==> config.mk <==
export PLATFORM = sky130hd
export DESIGN_NAME = gate_test_sequencer
export DESIGN_NICKNAME = d
export VERILOG_FILES = /design/src/rtl/gate_test_sequencer.sv
export SDC_FILE = /design/constraint.sdc
export NUM_CORES = 1
export LEC_CHECK = 0
export BUFFER_PORTS_ARGS = -buffer_cell sky130_fd_sc_hd__buf_2
export CORE_UTILIZATION = 58
export DETAILED_ROUTE_END_ITERATION = 10
export PLACE_DENSITY_LB_ADDON = 0.3
export SLEW_MARGIN = 40
export SYNTH_ARGS = -nofsm -noshare
export SYNTH_HDL_FRONTEND = slang
export SYNTH_SLANG_ARGS = --single-unit
==> constraint.sdc <==
create_clock -name clock -period 6.5 [get_ports clock]
set_input_delay 0.325 -clock clock [delete_from_list [all_inputs] [get_ports clock]]
set_output_delay 0.325 -clock clock [all_outputs]
set_load 0.01 [all_outputs]
==> src/rtl/gate_test_sequencer.sv <==
// Runs a four-vector truth-table check against a 2-input gate under test.
// It reports the per-vector mismatches and a pass flag.
module gate_test_sequencer #(
  parameter int unsigned SETTLE_CYCLES = 1
) (
  input  logic       clock,
  input  logic       reset_n,
  input  logic       start,
  input  logic [2:0] func_sel,
  input  logic       dut_out,
  output logic       dut_in1,
  output logic       dut_in2,
  output logic       busy,
  output logic       done,
  output logic       pass,
  output logic [2:0] err_count,
  output logic [3:0] err_vec
);

  localparam int unsigned CNT_W  = 4;
  localparam int unsigned IDX_W  = 2;
  localparam int unsigned FSEL_W = 3;
  localparam int unsigned ERR_W  = 3;
  localparam int unsigned VEC_N  = 4;

  typedef enum logic [2:0] {
    IDLE   = 3'd0,
    APPLY  = 3'd1,
    SETTLE = 3'd2,
    CHECK  = 3'd3,
    DONE   = 3'd4
  } state_t;

  state_t              state_q, state_d;
  logic [IDX_W-1:0]    idx_q, idx_d;
  logic [FSEL_W-1:0]   fsel_q, fsel_d;
  logic [CNT_W-1:0]    cnt_q, cnt_d;
  logic [ERR_W-1:0]    ecnt_d;
  logic [VEC_N-1:0]    evec_d;
  logic                exp_bit;
  logic                mismatch;
  logic                busy_d, done_d, pass_d, in1_d, in2_d;

  // Expected gate output for the current vector under the latched function.
  always_comb begin
    exp_bit = 1'b0;
    case (fsel_q)
      3'd0:    exp_bit = ~(idx_q[1] & idx_q[0]);
      3'd1:    exp_bit =   idx_q[1] & idx_q[0];
      3'd2:    exp_bit =   idx_q[1] | idx_q[0];
      3'd3:    exp_bit = ~(idx_q[1] | idx_q[0]);
      3'd4:    exp_bit =   idx_q[1] ^ idx_q[0];
      3'd5:    exp_bit = ~(idx_q[1] ^ idx_q[0]);
      3'd6:    exp_bit = ~idx_q[1];
      default: exp_bit =  idx_q[1];
    endcase
  end

  // Only a clean equal compare passes; an unknown compare result lands in the else arm.
  always_comb begin
    mismatch = 1'b1;
    if (dut_out == exp_bit) begin
      mismatch = 1'b0;
    end
  end

  // Next-state and next-output logic.
  always_comb begin
    state_d = state_q;
    idx_d   = idx_q;
    fsel_d  = fsel_q;
    cnt_d   = cnt_q;
    ecnt_d  = err_count;
    evec_d  = err_vec;

    case (state_q)
      IDLE, DONE: begin
        if (start) begin
          fsel_d  = func_sel;
          ecnt_d  = '0;
          evec_d  = '0;
          idx_d   = '0;
          state_d = APPLY;
        end
      end
      APPLY: begin
        cnt_d   = CNT_W'(SETTLE_CYCLES);
        state_d = SETTLE;
      end
      SETTLE: begin
        if (cnt_q <= CNT_W'(1)) begin
          state_d = CHECK;
        end else begin
          cnt_d = cnt_q - CNT_W'(1);
        end
      end
      CHECK: begin
        if (mismatch) begin
          evec_d[idx_q] = 1'b1;
          if (err_count < ERR_W'(VEC_N)) begin
            ecnt_d = err_count + ERR_W'(1);
          end
        end
        if (idx_q == IDX_W'(VEC_N - 1)) begin
          state_d = DONE;
        end else begin
          idx_d   = idx_q + IDX_W'(1);
          state_d = APPLY;
        end
      end
      default: state_d = IDLE;
    endcase

    busy_d = (state_d == APPLY) || (state_d == SETTLE) || (state_d == CHECK);
    done_d = (state_d == DONE);
    pass_d = done_d && (ecnt_d == '0);
    in1_d  = busy_d & idx_d[1];
    in2_d  = busy_d & idx_d[0];
  end

  // State and registered outputs; reset wins over everything.
  always_ff @(posedge clock) begin
    if (!reset_n) begin
      state_q   <= IDLE;
      idx_q     <= '0;
      fsel_q    <= '0;
      cnt_q     <= '0;
      err_count <= '0;
      err_vec   <= '0;
      busy      <= 1'b0;
      done      <= 1'b0;
      pass      <= 1'b0;
      dut_in1   <= 1'b0;
      dut_in2   <= 1'b0;
    end else begin
      state_q   <= state_d;
      idx_q     <= idx_d;
      fsel_q    <= fsel_d;
      cnt_q     <= cnt_d;
      err_count <= ecnt_d;
      err_vec   <= evec_d;
      busy      <= busy_d;
      done      <= done_d;
      pass      <= pass_d;
      dut_in1   <= in1_d;
      dut_in2   <= in2_d;
    end
  end

endmodule
=== After elaboration in Yosys (flattened, before gate mapping) ===
Cells that the tools add are included.

* Bits in registers: 24
* Input port bits: 7
* Word-level logic and storage cells: 79

* Add/subtract/negate cells: 3
* Order comparisons: 4
* Eq/ne operators: 19
* Muxes and demuxes: 19
* Bitwise operators: 10
* Reductions and logical operators: 13

{| class="wikitable"
|+ Operator list
! kind !! count
|-
| $eq A3 B2 Y1 const B || 6
|-
| $mux W3 || 6
|-
| $pmux W4 S2 || 2
|-
| $eq A3 B3 Y1 const B || 5
|-
| $mux W4 || 3
|-
| $pmux W3 S4 || 1
|-
| $eq A3 B1 Y1 const B || 3
|-
| $logic_not A3 Y1 || 3
|-
| $pmux W1 S7 || 1
|-
| $ne A2 B2 Y1 const B || 3
|-
| $pmux W3 S2 || 1
|-
| $le A4 B1 Y1 const B || 1
|-
| $mux W2 || 2
|-
| $not A1 Y1 || 4
|-
| $or A4 B4 Y4 || 1
|-
| $pmux W2 S2 || 1
|-
| $reduce_and A2 Y1 || 2
|-
| $reduce_bool A2 Y1 || 2
|-
| $sub A4 B1 Y4 const B || 1
|-
| $add A3 B1 Y3 const B || 1
|-
| $and A1 B1 Y1 || 3
|-
| $lt A2 B3 Y1 const B || 1
|-
| $lt A3 B3 Y1 const B || 1
|-
| $reduce_and A3 Y1 || 1
|-
| other kinds (11) || 13
|}

=== Longest topological paths before layout ===
Gate-level depths: netlist of run 1.

* Word-level depth: 8
* Mapped depth: 7
* Depth with buffers taken out: 7

=== Worst setup path before layout of run 1 ===
No wires, ideal clock.

* Path kind: reg2reg
* Start point: register idx_q[0]
* End point: register pass
* Library setup time: 0.116 ns
* Data arrival time: 1.940 ns
* Data required time: 6.384 ns
* Path slack: 4.445 ns
* Stages on the path, launching flop included: 7
* Path buffers: 0
* Period minus slack after synthesis: 2.055 ns
* Cell sequence: dfxtp_1 inv_1 ha_1 mux4_2 mux2i_4 mux2_1 and3_1

* Word-level cells in the longest chain between the ends: 8

{| class="wikitable"
|+ RTL lines
! element !! line !! RTL
|-
| start, declared || 35 || <nowiki>logic [IDX_W-1:0] idx_q, idx_d;</nowiki>
|-
| start signal, assigned || 137 || <nowiki>idx_q <= idx_d;</nowiki>
|-
| $xor A1 B1 Y1 (tied with other cells) || 52, 53 ||
|-
| $not A1 Y1 (on tied branches) || 53, 48, 51 ||
|-
| $pmux W1 S7 || 47 || <nowiki>case (fsel_q)</nowiki>
|-
| $eq A1 B1 Y1 || 62 || <nowiki>if (dut_out == exp_bit) begin</nowiki>
|-
| $mux W3 || 98 || <nowiki>if (mismatch) begin</nowiki>
|-
| $pmux W3 S2 || 76 || <nowiki>case (state_q)</nowiki>
|-
| $logic_not A3 Y1 || 116 || <nowiki>pass_d = done_d && (ecnt_d == '0);</nowiki>
|-
| $logic_and A1 B1 Y1 * || 116 ||
|-
| end signal, assigned || 144 || <nowiki>pass <= pass_d;</nowiki>
|-
| end, declared || 15 || <nowiki>output logic pass,</nowiki>
|}

Every way passes the cells marked *; elsewhere a longest branch is shown, timed or not.
A chain may end at the register's enable or synchronous reset.

=== Worst setup path in the final report of run 1 ===
Same ends and word-level chain as after synthesis.

==> results.cfg, run 1 <==
[clock_tree]
cts_root_buffer = clkbuf_4
cts_resized = 0
post_cts_buffers = 0
hold_buffers = 0
clockBufferDepth = 2
insertion_delay_ns = 0.32
path_clk_slew_ns = 0.13
cts_num_sinks = 24
cts_tree = built
numCtsBuffers = 3
htreeDepth = 1

[worst_setup_path]
cp_slowest_stage_delay_ns = 0.54
worst-setup-path-type = reg2reg
reg2reg_depth = 6
path_max_fanout = 5
r2r_start = idx_q[0]
rr_endpoint = pass
rrSetupSlack_ns = 4.29
critPathLaunchType = register
cp.required_ns = 6.73
worstPathArrival_ns = 2.44
cp_slowest_cell = mux4_2
endpoint_kind = register
crit_chain = inv_1 -> ha_1 -> mux4_2 -> mux2i_4 -> mux2_1 -> and3_1

[status]
outcome = completed

[yosys]
syn_inst = 126
synth_top_area_share_pct = 40.3
syn_avg_cell_area_um2 = 9.45
synth_area_leaders = dfxtp_1, ha_1, nor2b_1
synthArstFlopShare_pct = 0
ys.flop_type = dfxtp_1
ys_ff_latch = 24
syn_area_mm2 = 0.00119
synth_top_cell_by_area = dfxtp_1
syn_nets = 142
yosys_warnings = 0
yosysSeqAreaShare_pct = 40.3
synth_edf_count = 0
ys_types = 36

[hold_path]
worstHoldEndpoint = fsel_q[1]
holdPathStages = 3
hold_path_class = in2reg
hold_path_startpoint = func_sel[1]

[power]
power_density_mw_per_mm2 = 264
internal_power_w = 0.000239
p_leak_nw = 0.602
switchingPower_w = 0.000112
finalPower_w = 0.000350
ir_drop_mv = 0.139
pwr-share-comb_pct = 27.2
clkPwrFrac_pct = 21.8
switching_share_pct = 31.9
p_seq_share_pct = 51.0

[sta]
setup_viol = 0
fin_crit_sh_pct = 34.0
finClkSkew_ns = 0.00982
fin_ws_ns = 4.29
period_needed_ns = 2.21
rsz0062_at_grt = false
tns_ns = 0
relSlewSlack_pct = 65.3
tightestPinTransition_ns = 0.520
max_freq_mhz = 453
finalMaxSlewViolations = 0
hold_viol = 0

[die]
io_pins = 19
initial_core_util_pct = 61.3
die_h_um = 47.3
design.die.area_mm2 = 0.00224
core_area_mm2 = 0.00194
die_width_um = 47.3
rows = 16

[final_layout]
drive_above_1_share_pct = 20.3
final_common_cell = dfxtp_1
n_antenna_cell = 0
n_fill_cell = 151
areaGrowthSynthToFinish_pct = 11.6
final_net_count = 160
final_cell_mix = dfxtp_1, buf_2, nor2_1

[placement]
gp_congestion = 0.834
pre_cts_slack_ns = 4.30
io_buffers = 18
place_hpwl_um = 1680

[global_routing]
grt.total_usage_pct = 21.4
grt_overflow = 0
grt_first_pass_wirelength_um = 3240
grt_max_degree = 18
antenna_found_initial = 0
grt_pass1_vias = 741

[route]
ant_nets = 0
first_iter_violations = 15
wl_met1_um = 995
routed_wl_um = 2220
wl_met2_um = 1130
dr_wl_met3_um = 84
avgRoutedWirePerCell_um = 13.0
highest_layer = met4
avgViaCountPerCell = 5.43
num_vias = 923
drcViolationCount = 0
drt_pre_antenna_iters = 4

[run]
maxCapViolCount = 0
-- per-stage QoR --
step	hold WS (ns)	cell area, um2	cells	utilization (%)
after CTS	0.250	1330	170	68.4
after global routing	0.263	1330	170	68.4
after detailed placement	0.465	1290	166	66.6
after global placement	0.457	1290	166	66.6
final	0.259	1330	170	68.4
after floorplan	0.478	1190	126	-
-- synth_stat cells, types with 4 or more instances --
master and instances:
inv_1 7, dfxtp_1 24, ha_1 9, a22o_1 4
and3_1 4, nor2b_1 9, nor2_1 10, clkbuf_1 4
nand2_1 4, xnor2_1 5, mux2i_1 4
-- worst max-delay path by stage --
stage / endpoint / slack (ns) / startpoint / cells after the start
floorplan: pass / 4.44 / idx_q[0] / 6
global placement: pass / 4.40 / idx_q[0] / 6
detailed placement: pass / 4.30 / idx_q[0] / 6
CTS: pass / 4.30 / idx_q[1] / 6
global route: pass / 4.24 / idx_q[0] / 6
finish: pass / 4.29 / idx_q[0] / 6
-- critical path, delay by kind of cell (launching register included) --
family / cells / cell delay [ns]
buffers and inverters: 1 / 0.11
DFF: 1 / 0.43
muxes: 3 / 1.12
adders and majority gates: 1 / 0.30
and+or+nand+nor: 1 / 0.17
-- cell type report --
type	count	area, um2	share of cell area [%]
well taps	27	33.8	2.54
repair buffers	18	90.1	6.78
inverters	12	46.3	3.48
multi-input cells	85	642	48.3
clock buffers	4	36.3	2.73
flip-flops and latches	24	480	36.2
-- cells by family after synthesis --
| kind of cell | Yosys count | share of synthesized area [%] |
|---|---|---|
| XOR/XNOR | 5 | 3.68 |
| buffers and inverters | 17 | 5.78 |
| adder cells (fa/ha/maj) | 9 | 9.45 |
| flip-flops | 24 | 40.3 |
| AND/OR/NAND/NOR | 39 | 17.6 |
| multiplexers | 7 | 8.09 |
| AO/OA/AOI/OAI | 25 | 15.0 |
-- metal layers --
metal | vias to the layer above | global-route usage [%]
li1 | 470 | -
met1 | 434 | 28.0
met2 | 16 | 33.2
met3 | 3 | 8.08
met4 | 0 | 5.14
met5 | - | 0
-- power groups by stage --
stage               sequential (W)   clock, W  combinational (W)
floorplan                 0.000173          0          0.0000844
global placement          0.000180          0          0.0000896
detailed placement        0.000182          0          0.0000944
CTS                       0.000178  0.0000793          0.0000947
finish                    0.000179  0.0000764          0.0000953
global route              0.000181  0.0000875           0.000105
-- sequential cells by signal (all words and copies together), names as in the netlist, 2 cells and up --
signal	cells
cnt_q	4
err_vec	4
err_count	3
fsel_q	3
state_q	3
idx_q	2
(Power assumes the default switching activity.)
==> inputs of run 2 (changes only) <==
Settings changed: CORE_UTILIZATION 58 to 49.
Clock period 6.5 ns to 2 ns, I/O delays scaled along.
==> run 2 against run 1 <==
Net effect: first-iteration DRC count grew 6.7%; core utilization down 2.2 points; final cell count increased by 7.1%; flip-flop and latch count unchanged; worst setup slack worse by 4.3 ns; global-route usage is 1.3 points lower; non-clock buffer count grew 11; combinational power increased to 3.7 times the previous value; largest cell class unchanged; largest power group unchanged.
==> results.cfg, run 2 (synthesis gave the netlist of run 1 again) <==
[final_layout]
drive_above_1_share_pct = 31.2
final_net_count = 171
stdcell_count = 182
areaGrowthSynthToFinish_pct = 25.4
final_cell_mix = dfxtp_1, buf_2, nor2_1
n_fill_cell = 185
largestRegisters = cnt_q x4, err_vec x4
n_antenna_cell = 0
final_common_cell = dfxtp_1

[worst_setup_path]
rr_endpoint = pass
r2r_start = idx_q[0]
reg2reg_depth = 6
critPathLaunchType = register
critical_path.top_delay_family = multiplexers
worstPathArrival_ns = 2.22
path_max_fanout = 4
cp_slowest_stage_delay_ns = 0.51
endpoint_kind = register
endpoint = pass
cp_slowest_cell = mux4_2
worst-setup-path-type = reg2reg
rrSetupSlack_ns = 0.01
cp.required_ns = 2.23
cp.depth = 6
critPathBufInv = 1
crit_start = idx_q[0]
crit_chain = inv_4 -> ha_4 -> mux4_2 -> mux2i_4 -> mux2_4 -> and3_4

[route]
avgViaCountPerCell = 5.32
num_vias = 968
ant_nets = 0
wl_met2_um = 1050
wl_met1_um = 1100
first_iter_violations = 16
highest_layer = met4
avgRoutedWirePerCell_um = 12.6
routed_wl_um = 2300
drcViolationCount = 0
drt_pre_antenna_iters = 4
dr_wl_met3_um = 75

[global_routing]
grt.total_usage_pct = 20.1
grt_overflow = 0
grt_max_degree = 18
grt_pass1_vias = 918
antenna_found_initial = 0
grt_first_pass_wirelength_um = 3860

[sta]
tightestPinTransition_ns = 0.368
relSlewSlack_pct = 75.4
finClkSkew_ns = 0.00339
fin_crit_sh_pct = 99.5
max_freq_mhz = 503
finalMaxSlewViolations = 0
setup_viol = 0
period_needed_ns = 1.99
fin_ws_ns = 0.0104
rsz0062_at_grt = true
hold_viol = 0

[clock_tree]
numCtsBuffers = 3
insertion_delay_ns = 0.32
cts_num_sinks = 24
htreeDepth = 1
cts_root_buffer = clkbuf_4
clockBufferDepth = 2
path_clk_slew_ns = 0.13
cts_tree = built

[die]
die_width_um = 51.3
initial_core_util_pct = 52.8
design.die.area_mm2 = 0.00263
io_pins = 19
die_h_um = 51.3
core_area_mm2 = 0.00225
rows = 17

[run]
maxCapViolCount = 0

[placement]
pre_cts_slack_ns = -0.0558
io_buffers = 18
gp_congestion = 0.802
dp.cells = 175
place_hpwl_um = 1640

[power]
ir_drop_mv = 0.800
p_leak_nw = 0.675
power_density_mw_per_mm2 = 848

[hold_path]
hold_path_class = in2reg

[status]
outcome = completed
[run 2: changes by cell type in the layout (fill, tap and decap cells not counted), moves of 2 or more]
cell	previous run	this run
ha_1	9	6
dfxtp_1	24	22
ha_4	0	3
buf_4	0	9
buf_6	0	2
[run 2: how the worst min path moves through the flow]
stage	start	to	slack, ns	depth (start not counted)
2_1_floorplan	reset_n	cnt_q[1]	0.25	1
3_3_place_gp	func_sel[0]	fsel_q[0]	0.36	3
3_5_place_dp	func_sel[2]	fsel_q[2]	0.36	3
4_1_cts	func_sel[2]	fsel_q[2]	0.02	3
5_1_grt	func_sel[2]	fsel_q[2]	0.06	3
6_report	func_sel[2]	fsel_q[2]	0.03	3
[run 2: final cells by class]
type | count | area (um2) | share of cell area [%]
Sequential cell | 24 | 485 | 32.5
Inverter | 12 | 52.6 | 3.52
Clock inverter | 1 | 30.0 | 2.01
Clock buffer | 3 | 22.5 | 1.51
Multi-Input combinational cell | 85 | 688 | 46.1
Tap cell | 28 | 35.0 | 2.35
Timing Repair Buffer | 29 | 180 | 12.1
[run 2: worst reg2reg max path, delay by kind of cell, from the launching register on]
family                     cells  cell delay, ns
adders and majority gates      1            0.23
buffers and inverters          1            0.06
muxes                          3            1.04
and+or+nand+nor                1            0.17
DFF                            1            0.40
[run 2: report_power, final]
| part | switching, W | internal, W | total (W) |
|---|---|---|---|
| logic | 0.000187 | 0.000168 | 0.000355 |
| registers | 0.0000407 | 0.000520 | 0.000560 |
| clock network | 0.000149 | 0.000203 | 0.000351 |
[run 2: through the flow]
stage	power [W]	util [%]	hold slack (ns)	instance area [um2]	TNS (ns)
2_1_floorplan	0.000838	-	0.253	1200	0
3_3_place_gp	0.000906	60.3	0.357	1360	0
3_5_place_dp	0.000915	60.3	0.364	1360	-0.0558
4_1_cts	0.00127	64.9	0.0164	1460	0
5_1_grt	0.00134	66.3	0.0644	1490	-0.0200
6_report	0.00127	66.3	0.0262	1490	0
[run 2: routing by layer]
| layer | global-route usage, % | vias to the layer above |
|---|---|---|
| li1 | - | 495 |
| met1 | 23.6 | 448 |
| met2 | 33.8 | 18 |
| met3 | 4.46 | 7 |
| met4 | 10.8 | 0 |
| met5 | 0 | - |
[run 2: repair_timing]
item / in CTS / in global routing
cloned: 0 / 0
setup endpoints to repair: 1 / 1
hold buffers: 0 / 0
gates resized for setup: 5 / 7
setup buffers: 3 / 0
